===== config.mk =====
export PLATFORM = sky130hd
export DESIGN_NAME = count8_loadable
export DESIGN_NICKNAME = d
export VERILOG_FILES = /design/src/rtl/count8_loadable_pkg.sv /design/src/rtl/count8_loadable.sv
export SDC_FILE = /design/constraint.sdc
export NUM_CORES = 1
export LEC_CHECK = 0
export ABC_AREA = 1
export ABC_CLOCK_PERIOD_IN_PS = 1300
export BUFFER_PORTS_ARGS = -buffer_cell sky130_fd_sc_hd__buf_2
export CORE_AREA = 2 2 39 41
export CTS_BUF_LIST = sky130_fd_sc_hd__clkbuf_8
export DETAILED_ROUTE_END_ITERATION = 8
export DIE_AREA = 0 0 41 43
export GPL_TIMING_DRIVEN = 0
export HOLD_SLACK_MARGIN = 0.12
export PLACE_DENSITY = 0.61
export SYNTH_ARGS = -nofsm -noshare
export SYNTH_HDL_FRONTEND = slang
export SYNTH_SLANG_ARGS = --single-unit

===== constraint.sdc =====
create_clock -name clk -period 1.3 [get_ports clk]
set_input_delay 0.195 -clock clk [delete_from_list [all_inputs] [get_ports clk]]
set_output_delay 0.195 -clock clk [all_outputs]
set_load 0.005 [all_outputs]

===== src/rtl/count8_loadable_pkg.sv =====
// Shared constants for the loadable up-counter: default width and reset value.
package count8_loadable_pkg;

    localparam int         CNT_WIDTH = 8;
    localparam logic [7:0] CNT_RESET = 8'h00;

endpackage


===== src/rtl/count8_loadable.sv =====
// Synchronous up-counter with parallel load and count enable.
// Priority each rising edge: reset (active-low) > load > enable > hold.
module count8_loadable
    import count8_loadable_pkg::*;
#(
    parameter int WIDTH = CNT_WIDTH
) (
    input  logic             clk,
    input  logic             res,
    input  logic             EN,
    input  logic             load,
    input  logic [WIDTH-1:0] CNT_In,
    output logic [WIDTH-1:0] CNT
);

    logic [WIDTH-1:0] cnt_q;

    // Next value when not in reset; the increment wraps naturally at 2**WIDTH.
    function automatic logic [WIDTH-1:0] next_count(
        input logic             cur,
        input logic [WIDTH-1:0] cur_val,
        input logic             do_load,
        input logic [WIDTH-1:0] load_val
    );
        logic [WIDTH-1:0] nxt;
        nxt = cur_val;
        if (do_load) begin
            nxt = load_val;
        end else if (cur) begin
            nxt = cur_val + {{(WIDTH-1){1'b0}}, 1'b1};
        end
        return nxt;
    endfunction

    always_ff @(posedge clk) begin
        if (!res) begin
            cnt_q <= WIDTH'(CNT_RESET);
        end else begin
            cnt_q <= next_count(EN, cnt_q, load, CNT_In);
        end
    end

    assign CNT = cnt_q;

endmodule


==> metrics.txt <==
# IOs=20; static leakage=0.000300 uW; largest net degree at the start of global routing=9; min cycle time layout=1.15 ns; Slowest cell on crit path=dfxtp_2; Crit Path Max Fanout=6; CP Cell Sequence=ha_1 -> nand4_1 -> nand2_1 -> nand2_1 -> o21ai_0 -> inv_1; Starting Density=35.4%; status=completed; share of the synthesized area in the top cell type=32.7%; gate count of the mapped netlist=70; RSZ-0062 raised after global routing=false; fin nets=106; CTS Sinks=8; Critical Path End Type=register; Tcrit/Tclk final=88.5%; CP Launch Type=register; Post-CTS Setup Bufs=0; Total Routing Usage GR=15.8%; worst path buffer plus inverter count=1; clock tree buffer depth=2; Post-DP HPWL=837 um; Storage cell area=163 sq um; post-synthesis sequential area ratio=32.7%; Post-CTS Hold Buffers=0; Hold Path Class=in -> reg; TritonRoute pass-1 iters=4; Fillers=139; Pwr Total=686 uW; Layout area overhead=31.5%; Netlist cell types=20; CTS Buf Count=3; initial antenna violation count=0; Die X=41 um; cell row count=14; htree depth=1; # diodes=0; initial DRC count=9; DP Area=599 sq um; critical path's most frequent cell=nand2_1; Fmax achieved=0.869 GHz; number of global-route vias before repair=455; Routed WL=1110 um; Worst Path Required=1.42 ns; area of the multi-input gates=284 sq um; CP top delay family=flip-flops; Syn Area/Cell=6.99 sq um; Via density=4.65; worst skew pair latency=0.23 ns; max reg flops=8; synthesized flop and latch total=8; Residual DRC=0; TNS Setup=0 ns; Pins Over Slew Limit=0; Routability Congestion=0.727; Max-cap violations=0; first-pass GRT wire length=1860 um; wire per inst=10.4 um; CP max stage delay=0.38 ns; Syn. warnings=0; Pwr Density=1070 nW/um^2; antenna-violating nets left=0; grt ovf=0; worst vdd ir=0.000432 V; CTS tree=yes; synth top area cells=dfxtp_1 (33%), nand2_1 (12%), a22oi_1 (6.1%); Syn Nets=83; final setup fails=0; critical path arrival=1.27 ns; root buffer cell=clkbuf_8; core area=1380 sq um; clk slew on worst S/H paths=0.04 ns; Rel. slew slack=80.1%; Layout Skew=0.00146 ns; CP Class=reg -> reg; Worst-Margin Slew=0.299 ns; die area=1760 sq um; Die Y=43 um; layout cell share with drive strength beyond 1=37.4%; port bufs=18; final hold violations=0; Yosys top cell by area=dfxtp_1; via count=498; Finished Cell Area=643 sq um; synthesized cell area=489 sq um
[tightest hold or removal path: cells and delay by family]
kind | cells | cell delay [ns]
buffers and inverters | 2 | 0.15
AND/OR/NAND/NOR | 1 | 0.05
[synthesized netlist by cell type, drive strengths merged]
library cell,number
o211ai,1
nand3,7
a22oi,4
inv,9
o21bai,2
a21oi,6
o21ai,3
dfxtp,8
nand4,1
nand2,18
buf,1
xor2,1
nor2,8
ha,1
[path summary, 6_finish.rpt]
path / end / slack (ns) / startpoint / depth (start not counted)
setup / recovery: CNT[4]$_SDFFE_PN0P_ / 0.15 / CNT[0]$_SDFFE_PN0P_ / 6
setup reg to reg: CNT[4]$_SDFFE_PN0P_ / 0.15 / CNT[0]$_SDFFE_PN0P_ / 6
hold reg to reg: CNT[7]$_SDFFE_PN0P_ / 0.58 / CNT[7]$_SDFFE_PN0P_ / 4
hold / removal: CNT[1]$_SDFFE_PN0P_ / 0.20 / res / 3
[placed cells by master (no fill, tap or decap), types with 3 or more instances in the layout]
cell,n
buf_2,18
nand2_1,16
inv_1,7
dfxtp_1,6
nor2_1,5
a21oi_1,5
nand3_1,5
a22oi_1,4
nor2_2,3
clkbuf_8,3
[stage by stage]
stage / hold slack (ns) / utilization, % / instances / worst slack, ns
after floorplan: 0.293 / - / 70 / 0.193
after global placement: 0.430 / 43.3 / 104 / 0.119
after detailed placement: 0.431 / 43.3 / 104 / 0.0891
after CTS: 0.195 / 46.3 / 107 / 0.0865
after global routing: 0.221 / 46.5 / 107 / 0.0487
final: 0.197 / 46.5 / 107 / 0.149
[final cells by class]
cell class | instances | area share (%)
plain buffers | 1 | 1.75
flip-flops and latches | 8 | 25.3
repair buffers | 18 | 14.0
well taps | 16 | 3.11
multi-input cells | 52 | 44.2
inverters | 9 | 5.25
clock buffers | 3 | 6.42
[timing repair]
| item | in CTS | in global routing |
|---|---|---|
| hold endpoints to repair | 0 | 0 |
| gates resized for setup | 0 | 2 |
| setup endpoints to repair | 0 | 2 |
[routing by layer]
| layer | global-route usage, % | vias to the layer above | wire (um) |
|---|---|---|---|
| met3 | 4.71 | 2 | 46 |
| li1 | - | 277 | - |
| met5 | 0 | - | 0 |
| met2 | 20.6 | 11 | 478 |
| met4 | 10.0 | 0 | 12 |
| met1 | 21.5 | 208 | 573 |
[where the power goes]
part / internal [uW] / switching [uW] / leakage [uW]
logic: 48.6 / 50.8 / 0.000212
registers: 264 / 21.3 / 0.0000668
clock network: 201 / 101 / 0.0000216
total: 513 / 173 / 0.000300
[cell families (layout without fill, tap and decap cells)]
family | after synthesis | in the layout | share of synthesized area [%]
flops | 8 | 8 | 32.7
xor+xnor | 1 | 1 | 1.79
simple gates | 34 | 34 | 33.0
compound gates | 16 | 16 | 20.7
buf+inv | 10 | 31 | 9.21
fa+ha+maj | 1 | 1 | 2.56
Power figures use the tool's default switching activity.
